--- config.mk ---
export PLATFORM = sky130hd
export DESIGN_NAME = serial_add_sub
export DESIGN_NICKNAME = d
export VERILOG_FILES = /design/src/rtl/serial_arith_pkg.sv /design/src/rtl/full_adder_structural.sv /design/src/rtl/half_adder_structural.sv /design/src/rtl/serial_add_sub.sv
export SDC_FILE = /design/constraint.sdc
export NUM_CORES = 1
export LEC_CHECK = 0
export CORE_MARGIN = 5
export CORE_UTILIZATION = 49
export DETAILED_ROUTE_END_ITERATION = 12
export PLACE_DENSITY = 0.82
export SYNTH_ARGS = -nofsm -noshare
export SYNTH_HDL_FRONTEND = slang
export SYNTH_HIERARCHICAL = 1
export SYNTH_SLANG_ARGS = --single-unit
--- constraint.sdc ---
create_clock -name clk -period 1.5 [get_ports clk]
set_input_delay 0.45 -clock clk [delete_from_list [all_inputs] [get_ports clk]]
set_output_delay 0.45 -clock clk [all_outputs]
set_load 0.005 [all_outputs]
--- src/rtl/serial_arith_pkg.sv ---
// Shared types and defaults for the bit-serial arithmetic unit.
package serial_arith_pkg;

  typedef enum logic [1:0] {
    IDLE = 2'd0,
    RUN  = 2'd1,
    DONE = 2'd2
  } sas_state_t;

  localparam int W_DEFAULT = 8;

endpackage

--- src/rtl/full_adder_structural.sv ---
// Full adder composed of two half adders plus an OR for the carry.
module full_adder_structural (
  input  logic x,
  input  logic y,
  input  logic cin,
  output logic s,
  output logic cout
);

  logic s1;
  logic c1;
  logic c2;

  half_adder_structural u_ha0 (
    .a (x),
    .b (y),
    .s (s1),
    .c (c1)
  );

  half_adder_structural u_ha1 (
    .a (s1),
    .b (cin),
    .s (s),
    .c (c2)
  );

  assign cout = c1 | c2;

endmodule

--- src/rtl/half_adder_structural.sv ---
// Gate-level half adder; building block for the full adder cell.
module half_adder_structural (
  input  logic a,
  input  logic b,
  output logic s,
  output logic c
);

  assign s = a ^ b;
  assign c = a & b;

endmodule

--- src/rtl/serial_add_sub.sv ---
// Bit-serial adder/subtractor: one result bit per clock, LSB first, with a
// start/done handshake. Subtraction is a + ~b + 1 through the same adder.
//
//   state | meaning
//   IDLE  | waiting for start
//   RUN   | one operand bit pair per cycle, W cycles
//   DONE  | one-cycle done pulse; start here chains the next op
module serial_add_sub
  import serial_arith_pkg::*;
#(
  parameter int W = W_DEFAULT
) (
  input  logic         clk,
  input  logic         rst,
  input  logic         start,
  input  logic         sub,
  input  logic [W-1:0] a,
  input  logic [W-1:0] b,
  output logic         busy,
  output logic         done,
  output logic [W-1:0] result,
  output logic         cout
);

  localparam int CW = $clog2(W) + 1;

  sas_state_t    state;
  sas_state_t    state_next;
  logic          accept;
  logic          last;
  logic [W-1:0]  sa;
  logic [W-1:0]  sb;
  logic          carry;
  logic [CW-1:0] cnt;
  logic          fa_s;
  logic          fa_c;

  full_adder_structural u_fa (
    .x    (sa[0]),
    .y    (sb[0]),
    .cin  (carry),
    .s    (fa_s),
    .cout (fa_c)
  );

  assign last = (cnt == CW'(W - 1));

  always_comb begin
    state_next = state;
    accept     = 1'b0;
    unique case (state)
      IDLE: begin
        if (start) begin
          accept     = 1'b1;
          state_next = RUN;
        end
      end
      RUN: begin
        if (last) state_next = DONE;
      end
      DONE: begin
        if (start) begin
          accept     = 1'b1;
          state_next = RUN;
        end else begin
          state_next = IDLE;
        end
      end
      default: state_next = IDLE;
    endcase
  end

  always_ff @(posedge clk) begin
    if (rst) state <= IDLE;
    else     state <= state_next;
  end

  always_ff @(posedge clk) begin
    if (rst) begin
      sa     <= '0;
      sb     <= '0;
      carry  <= 1'b0;
      cnt    <= '0;
      result <= '0;
      cout   <= 1'b0;
    end else if (accept) begin
      sa     <= a;
      sb     <= sub ? ~b : b;
      carry  <= sub;
      cnt    <= '0;
      result <= '0;
    end else if (state == RUN) begin
      sa     <= sa >> 1;
      sb     <= sb >> 1;
      carry  <= fa_c;
      cnt    <= cnt + CW'(1);
      result <= {fa_s, result[W-1:1]};
      // cout keeps the previous op's value until the final bit produces a new one
      if (last) cout <= fa_c;
    end
  end

  assign busy = (state == RUN);
  assign done = (state == DONE);

endmodule

After elaboration in Yosys (flattened, before gate mapping). Index checks and enable logic that the tools add are counted.

Add/subtract/negate cells: 1. Multipliers: 0. Div/mod/pow operators: 0. Magnitude comparators: 0. Equal/unequal tests: 5. Shifts and indexed selects: 0. Multiplexer cells: 13. Bitwise gates (word level): 7. Reduce and logical (&&, ||, !) cells: 6.

Operators by type and width (count): 8-bit two-way mux (5); 8-bit inverter (1); 2-bit one-hot mux with 3 select lines (1); 1-bit two-way mux (5); 4-bit by 1-bit adder with 4-bit output (second input constant) (1); 4-bit by 3-bit == test with 1-bit output (second input constant) (1); 2-bit two-way mux (2); 2-bit OR reduction (2); 3-bit AND reduction (1); 1-bit AND (2); 2-bit by 1-bit == test with 1-bit output (second input constant) (1); 2-bit == test (second input constant) (1); 2-bit zero test (1); 2-bit by 1-bit != test with 1-bit output (second input constant) (1); 2-bit != test (second input constant) (1); 2-bit AND reduction (1); 2-bit nonzero test (1); 1-bit XOR (2); 1-bit inverter (1); 1-bit bitwise OR (1).

Bits in registers: 32. Latch bits: 0. Memory bits (writable): 0. ROM bits: 0. Bits of input ports: 20. Output and inout bits: 11. Logic and storage cells: 39. Memories: 0.

Logic depth before layout (Yosys ltp). Gate-level depths: netlist of the first run.

Word-level depth: 5. Depth in mapped cells: 6.

Hierarchy. The synthesis of the first run kept the hierarchy.

Modules (own cells, without submodules): serial_add_sub (times used 1, cells each 160, area each 1332.5 um2, sequential area each 640.6 um2); half_adder_structural (times used 2, cells each 1, area each 12.5 um2, sequential area each 0.0 um2); full_adder_structural (times used 1, cells each 1, area each 6.3 um2, sequential area each 0.0 um2).

Least setup slack after synthesis of the first run. Ideal clock, no wire load.

Path kind: reg-to-reg. From: register sa[0]. To: register cout. Library setup time: 0.070 ns. Arrival time: 1.266 ns. Data required time: 1.430 ns. Path slack: 0.163 ns. Cell stages (with the launch flop): 7. Path buffers: 0. Clock period less this slack: 1.337 ns. Cell sequence: dfxtp_1 > ha_1 > ha_1 > or2_1 > inv_1 > or3_1 > a21oi_1.

Word-level cells in the longest chain between the ends: 3. Elaborated cells on any way between the ends: 4.

RTL lines: start, declared (line serial_add_sub.sv:31) `logic [W-1:0] sa;`; start signal, assigned (line serial_add_sub.sv:93) `sa <= sa >> 1;`; 1-bit XOR (line half_adder_structural.sv:9) `assign s = a ^ b;`; via u_fa.s1 (line full_adder_structural.sv:10) `logic s1;`; 1-bit AND (line half_adder_structural.sv:10) `assign c = a & b;`; via u_fa.c2 (line full_adder_structural.sv:12) `logic c2;`; 1-bit bitwise OR (line full_adder_structural.sv:28) `assign cout = c1 | c2;`; via fa_c (line serial_add_sub.sv:36) `logic fa_c;`; end signal, assigned (line serial_add_sub.sv:85) `cout <= 1'b0;`; end signal, assigned (line serial_add_sub.sv:99) `if (last) cout <= fa_c;`; end, declared (line serial_add_sub.sv:22) `output logic cout`.

The timed path passes the listed nets, and every way through them passes these cells. A chain may end at the register's enable or synchronous reset.

Final worst setup path of the first run.
From: register state[1]. To: output port done.

Word-level cells in the longest chain between the ends: 1.

RTL lines: start, declared (line serial_add_sub.sv:27) `sas_state_t state;`; start signal, assigned (line serial_add_sub.sv:75) `else state <= state_next;`; 2-bit == test (line serial_add_sub.sv:104) `assign done = (state == DONE);`; end, declared (line serial_add_sub.sv:20) `output logic done,`.

Every way passes these cells.

==> impl_metrics.csv, run 1 <==
group,metric,value,unit
setup_path,reg2regPathDepth,6,
synth,ys_warn_count,6,
sta,tightest_slew,0.305,ns
run_status,run_status,"completed",
synth,synth_area_leaders,"dfxtp_1 47%, nand2_1 9.1%, a21oi_1 8.1%, xor2_1 5.8%, a22oi_1 4.4%",
synth,synth_top_area_share,47.0,%
route,drtIter0Drc,98,
sta,min_period_over_period,96.9,%
setup_path,critPathTopFamily,"flip-flops",
synth,synthCells,163,
pwr,total_power,1710,uW
sta,rsz0062_at_grt,"true",
floorplan,die_h,62.8,um
sta,tns,0,ns
finish,finish.utilization,66.8,%
floorplan,row_count,19,
synth,yosys.area.top_type,"dfxtp_1",
route,viasPerCell,5.74,
floorplan,core_area,2710,um^2
setup_path,path_buf_inv,1,
route,antenna_left,0,
global_route,grt_pass1_wl,5590,um
global_route,grt_use_total,18.0,%
setup_path,crit_start,"state[1]",
sta,slew_viol_final,0,
job,max-cap-violations,0,
min_path,hold_depth,2,
route,via_count,1325,
setup_path,crit_path_max_incr_delay,0.34,ns
setup_path,arrival,1.00,ns
route,drtPass1Iterations,4,
setup_path,required,1.05,ns
sta,relSlewSlack,79.7,%
cts,cts_root_buf,"clkbuf_4",
sta,report.final.hold_viol_count,0,
finish,diodes,0,
setup_path,path_cells,"nor2b_2, clkdlybuf4s15_1",
finish,final_common_cell,"nand2_1",
synth,synth.distinct_cells,23,
sta,period_needed,1.45,ns
min_path,hp-start,"result[5]",
cts,cts_tree,"yes",
place,dp_hpwl,2430,um
setup_path,r2r_start,"sa[0]",
finish,area_growth,32.7,%
cts,h-tree-depth,2,
floorplan,dieArea,3940,um^2
setup_path,worstSetupPathType,"reg -> out",
setup_path,end_kind,"output port",
cts,hold_buffers,0,
sta,setup_viol,0,
min_path,hold_path.class,"reg -> reg",
setup_path,start_kind,"register",
cts,clk_pin_slew,0.09,ns
sta,fmax,0.688,GHz
cts,clkLatencyLatePin,0.32,ns
pwr,power_density,943,nW/um^2
finish,n_fill_cell,232,
setup_path,path_depth,2,
finish,final_nets,222,
cts,clock_path_buffers,2,
global_route,antenna_found_initial,0,
global_route,grt_overflow_total,0,
synth,syn_avg_cell_area,8.37,um^2
global_route,grt_max_degree,32,
synth,synth_seq_cells,32,
floorplan,io-pin-count,31,
floorplan,die_x,62.8,um
pwr,cellLeakagePower,0.000710,uW
cts,cts_buffers,5,
synth,syn_area,1360,um^2
floorplan,start_util,50.3,%
route,drc,0,
place,io_buffers,30,
synth,syn-num-nets,186,
route,wl_per_cell,14.3,um
sta,final.setup_skew,0.00508,ns
pwr,peakVddDrop,0.655,mV
place,place.gp.congestion,0.818,
setup_path,cp_max_fo,3,
finish,final_cell_mix,"33 x nand2_1, 22 x a21oi_1, 20 x dfxtp_1",
finish,layout-drive-gt1-share,17.5,%
setup_path,crit_path_top_delay_cell,"dfxtp_2",
cts,clkSinkCount,32,
route,wirelength,3300,um
global_route,grt_pass1_vias,1305,
synth,yosysSeqAreaShare,47.0,%
-- worst paths after layout --
check / endpoint / slack [ns]
max reg2reg: cout / 0.10
min reg2reg: result[5] / 0.46
min: result[5] / 0.46
max: done / 0.05
-- state kept, by name (all words and copies together) (netlist names) --
name and cells:
result 8, sa 8, sb 8, cnt 4
state 2, carry 1, cout 1
-- kinds of logic (layout without fill, tap and decap cells) --
family,count (synthesis),count (layout),share of synthesized area [%]
flops,32,32,47.0
compound gates,45,45,18.6
xor+xnor,10,10,6.42
simple gates,59,59,19.7
fa+ha+maj,3,3,2.75
buf+inv,14,51,5.50
-- through the flow --
| stage | setup slack, ns | area (um^2) | cells | hold slack [ns] |
|---|---|---|---|---|
| after detailed placement | -0.114 | 1730 | 222 | 0.463 |
| after CTS | -0.0908 | 1800 | 231 | 0.464 |
| after global placement | -0.0410 | 1730 | 222 | 0.438 |
| after global routing | -0.00465 | 1810 | 231 | 0.480 |
| after floorplan | 0.163 | 1360 | 163 | 0.442 |
| final | 0.0458 | 1810 | 231 | 0.463 |
-- cell usage after synthesis --
cell	instances
or2_1	1
xor2_1	9
a21oi_1	22
nand3b_1	2
nand2b_2	2
ha_1	3
nor2b_1	2
o21ai_0	8
nor2_1	3
clkbuf_1	1
a22oi_1	8
xnor2_1	1
o22ai_1	1
inv_2	1
buf_4	4
nand2_1	33
nor3_1	3
a31oi_1	6
inv_1	2
nand3_1	11
dfxtp_1	32
buf_2	6
or3_1	2
-- final cells by class --
type | instances | area [um^2] | area share, %
Multi-Input combinational cell | 117 | 661 | 36.5
Sequential cell | 32 | 656 | 36.2
Timing Repair Buffer | 40 | 384 | 21.2
Clock buffer | 8 | 58.8 | 3.25
Tap cell | 31 | 38.8 | 2.14
Inverter | 3 | 11.3 | 0.622
-- power breakdown --
group | total (uW) | internal, uW | switching [uW]
combinational | 282 | 138 | 143
sequential | 924 | 895 | 28.4
clock | 500 | 231 | 269
-- timing repair --
item,4_1_cts,5_1_grt
gates resized for setup,21,9
pin swaps,0,3
buffers inserted,1,0
setup endpoints to repair,11,4
-- worst register-to-register path: stages, from the launching register on --
cell and delay [ns]:
dfxtp_2 0.33, ha_1 0.28, ha_2 0.16, or2_4 0.12, inv_1 0.04, or3_1 0.30
a21oi_1 0.13
-- layer usage --
layer	GRT usage, %	vias up	share of wire (%)
met5	0	-	0
met1	17.0	627	36
met4	11.9	0	3.1
met3	5.94	11	7.3
li1	-	634	-
met2	32.5	53	53
No activity file was read; power rests on OpenSTA's default activity.
==> run 2: changes to the inputs <==
--- a/constraint.sdc
+++ b/constraint.sdc
@@ -3,2 +3,2 @@
 set_output_delay 0.45 -clock clk [all_outputs]
-set_load 0.005 [all_outputs]
+set_load 0.01 [all_outputs]
==> impl_metrics.csv, run 2 (synthesized netlist as in run 1, its figures left out) <==
group,metric,value,unit
sta,setup_viol,0,
setup_path,path_cells,"nand2b_4, inv_2, buf_6",
pwr,cellLeakagePower,0.000705,uW
place,placed_area,1740,um^2
setup_path,r2r_start,"sb[0]",
setup_path,end_kind,"output port",
route,antenna_left,0,
floorplan,die_x,62.8,um
route,wirelength,3150,um
route,drtIter0Drc,62,
route,drtPass1Iterations,4,
setup_path,arrival,0.96,ns
global_route,antenna_found_initial,0,
floorplan,dieArea,3940,um^2
cts,clk_pin_slew,0.10,ns
setup_path,worstSetupPathType,"reg -> out",
finish,area_growth,31.7,%
finish,multiInputGateArea,668,um^2
sta,period_needed,1.41,ns
sta,slew_viol_final,0,
cts,h-tree-depth,2,
route,via_count,1276,
finish,fin_area,1800,um^2
place,io_buffers,30,
finish,final_common_cell,"nand2_1",
job,max-cap-violations,0,
global_route,grt_use_total,16.8,%
sta,holdWs,0.461,ns
floorplan,start_util,50.3,%
finish,layout-drive-gt1-share,14.1,%
finish,regArea,647,um^2
finish,finish.utilization,66.3,%
cts,clkSinkCount,32,
finish,largestRegisters,"result: 8 flops, sa: 8 flops, sb: 8 flops",
global_route,grt_pass1_wl,5460,um
global_route,grt_pass1_vias,1348,
cts,postCtsSetupRepairBufs,0,
cts,clock_path_buffers,2,
sta,tightest_slew,0.309,ns
setup_path,required,1.05,ns
cts,clkLatencyLatePin,0.33,ns
setup_path,crit_path_max_incr_delay,0.34,ns
finish,n_fill_cell,239,
floorplan,row_count,19,
floorplan,core_area,2710,um^2
route,drc,0,
finish,final_cell_mix,"33 x nand2_1, 27 x dfxtp_1, 22 x a21oi_1",
sta,fmax,0.709,GHz
pwr,power_density,921,nW/um^2
setup_path,reg2regPathDepth,6,
sta,min_period_over_period,94.0,%
min_path,hold_path.class,"reg -> reg",
setup_path,cp_max_fo,3,
floorplan,die_h,62.8,um
cts,cts_tree,"yes",
route,wl_per_cell,13.7,um
sta,final.setup_skew,0.0127,ns
sta,relSlewSlack,79.4,%
setup_path,reg2reg_to,"cout",
global_route,grt_max_degree,32,
setup_path,cp-endpoint,"busy",
floorplan,io-pin-count,31,
setup_path,crit_path_top_delay_cell,"dfxtp_2",
min_path,hold_depth,2,
pwr,peakVddDrop,0.822,mV
cts,cts_buffers,5,
cts,cts_root_buf,"clkbuf_4",
setup_path,r2r_slack,0.10,ns
sta,report.final.hold_viol_count,0,
run_status,run_status,"completed",
finish,final_nets,222,
place,place.gp.congestion,0.808,
setup_path,start_kind,"register",
sta,rsz0062_at_grt,"false",
finish,diodes,0,
place,dp_hpwl,2180,um
global_route,grt_overflow_total,0,
cts,hold_buffers,0,
setup_path,crit_start,"state[1]",
route,viasPerCell,5.55,
run 2: cell type report:
class	count	share of cell area, %
Clock buffer	6	2.30
Inverter	3	0.627
Tap cell	31	2.16
Timing Repair Buffer	40	21.4
Clock inverter	1	0.279
Multi-Input combinational cell	117	37.2
Sequential cell	32	36.0
run 2: per-layer routing:
layer | vias up | GRT usage, % | routed length [um]
met4 | 0 | 3.18 | 25
met2 | 26 | 32.1 | 1670
met5 | - | 0 | 0
li1 | 633 | - | -
met1 | 614 | 16.8 | 1320
met3 | 3 | 6.83 | 140
run 2: what timing repair did:
action                                  4_1_cts  5_1_grt
hold endpoints to repair                      0        0
pin swaps                                     0        3
endpoints found under the setup margin       11        4
resized for setup                            16       10
run 2: worst min path at each step:
stage | start | endpoint | slack, ns
CTS | result[1] | result[0] | 0.47
global placement | result[0] | result[0] | 0.44
detailed placement | sa[7] | sa[7] | 0.46
global route | result[5] | result[4] | 0.49
floorplan | sb[1] | sb[1] | 0.44
finish | result[5] | result[4] | 0.46
run 2: power breakdown:
part	total, uW	leakage [uW]	switching (uW)	internal [uW]
Sequential	925	0.000264	29.6	895
Clock	443	0.0000281	271	172
Combinational	287	0.000413	144	143
run 2: metrics by stage:
stage | TNS, ns | std cells | power, uW | setup WS [ns]
2_1_floorplan | 0 | 163 | 1100 | 0.163
3_3_place_gp | -0.375 | 223 | 1210 | -0.0372
3_5_place_dp | -1.19 | 223 | 1220 | -0.0916
4_1_cts | -0.0764 | 230 | 1660 | -0.0764
5_1_grt | 0 | 230 | 1750 | 0.0174
6_report | 0 | 230 | 1650 | 0.0901
run 2: critical path, delay by kind of cell (launching register included):
family	cells	cell delay, ns
and+or+nand+nor	1	0.14
buffers and inverters	2	0.15
DFF	1	0.34
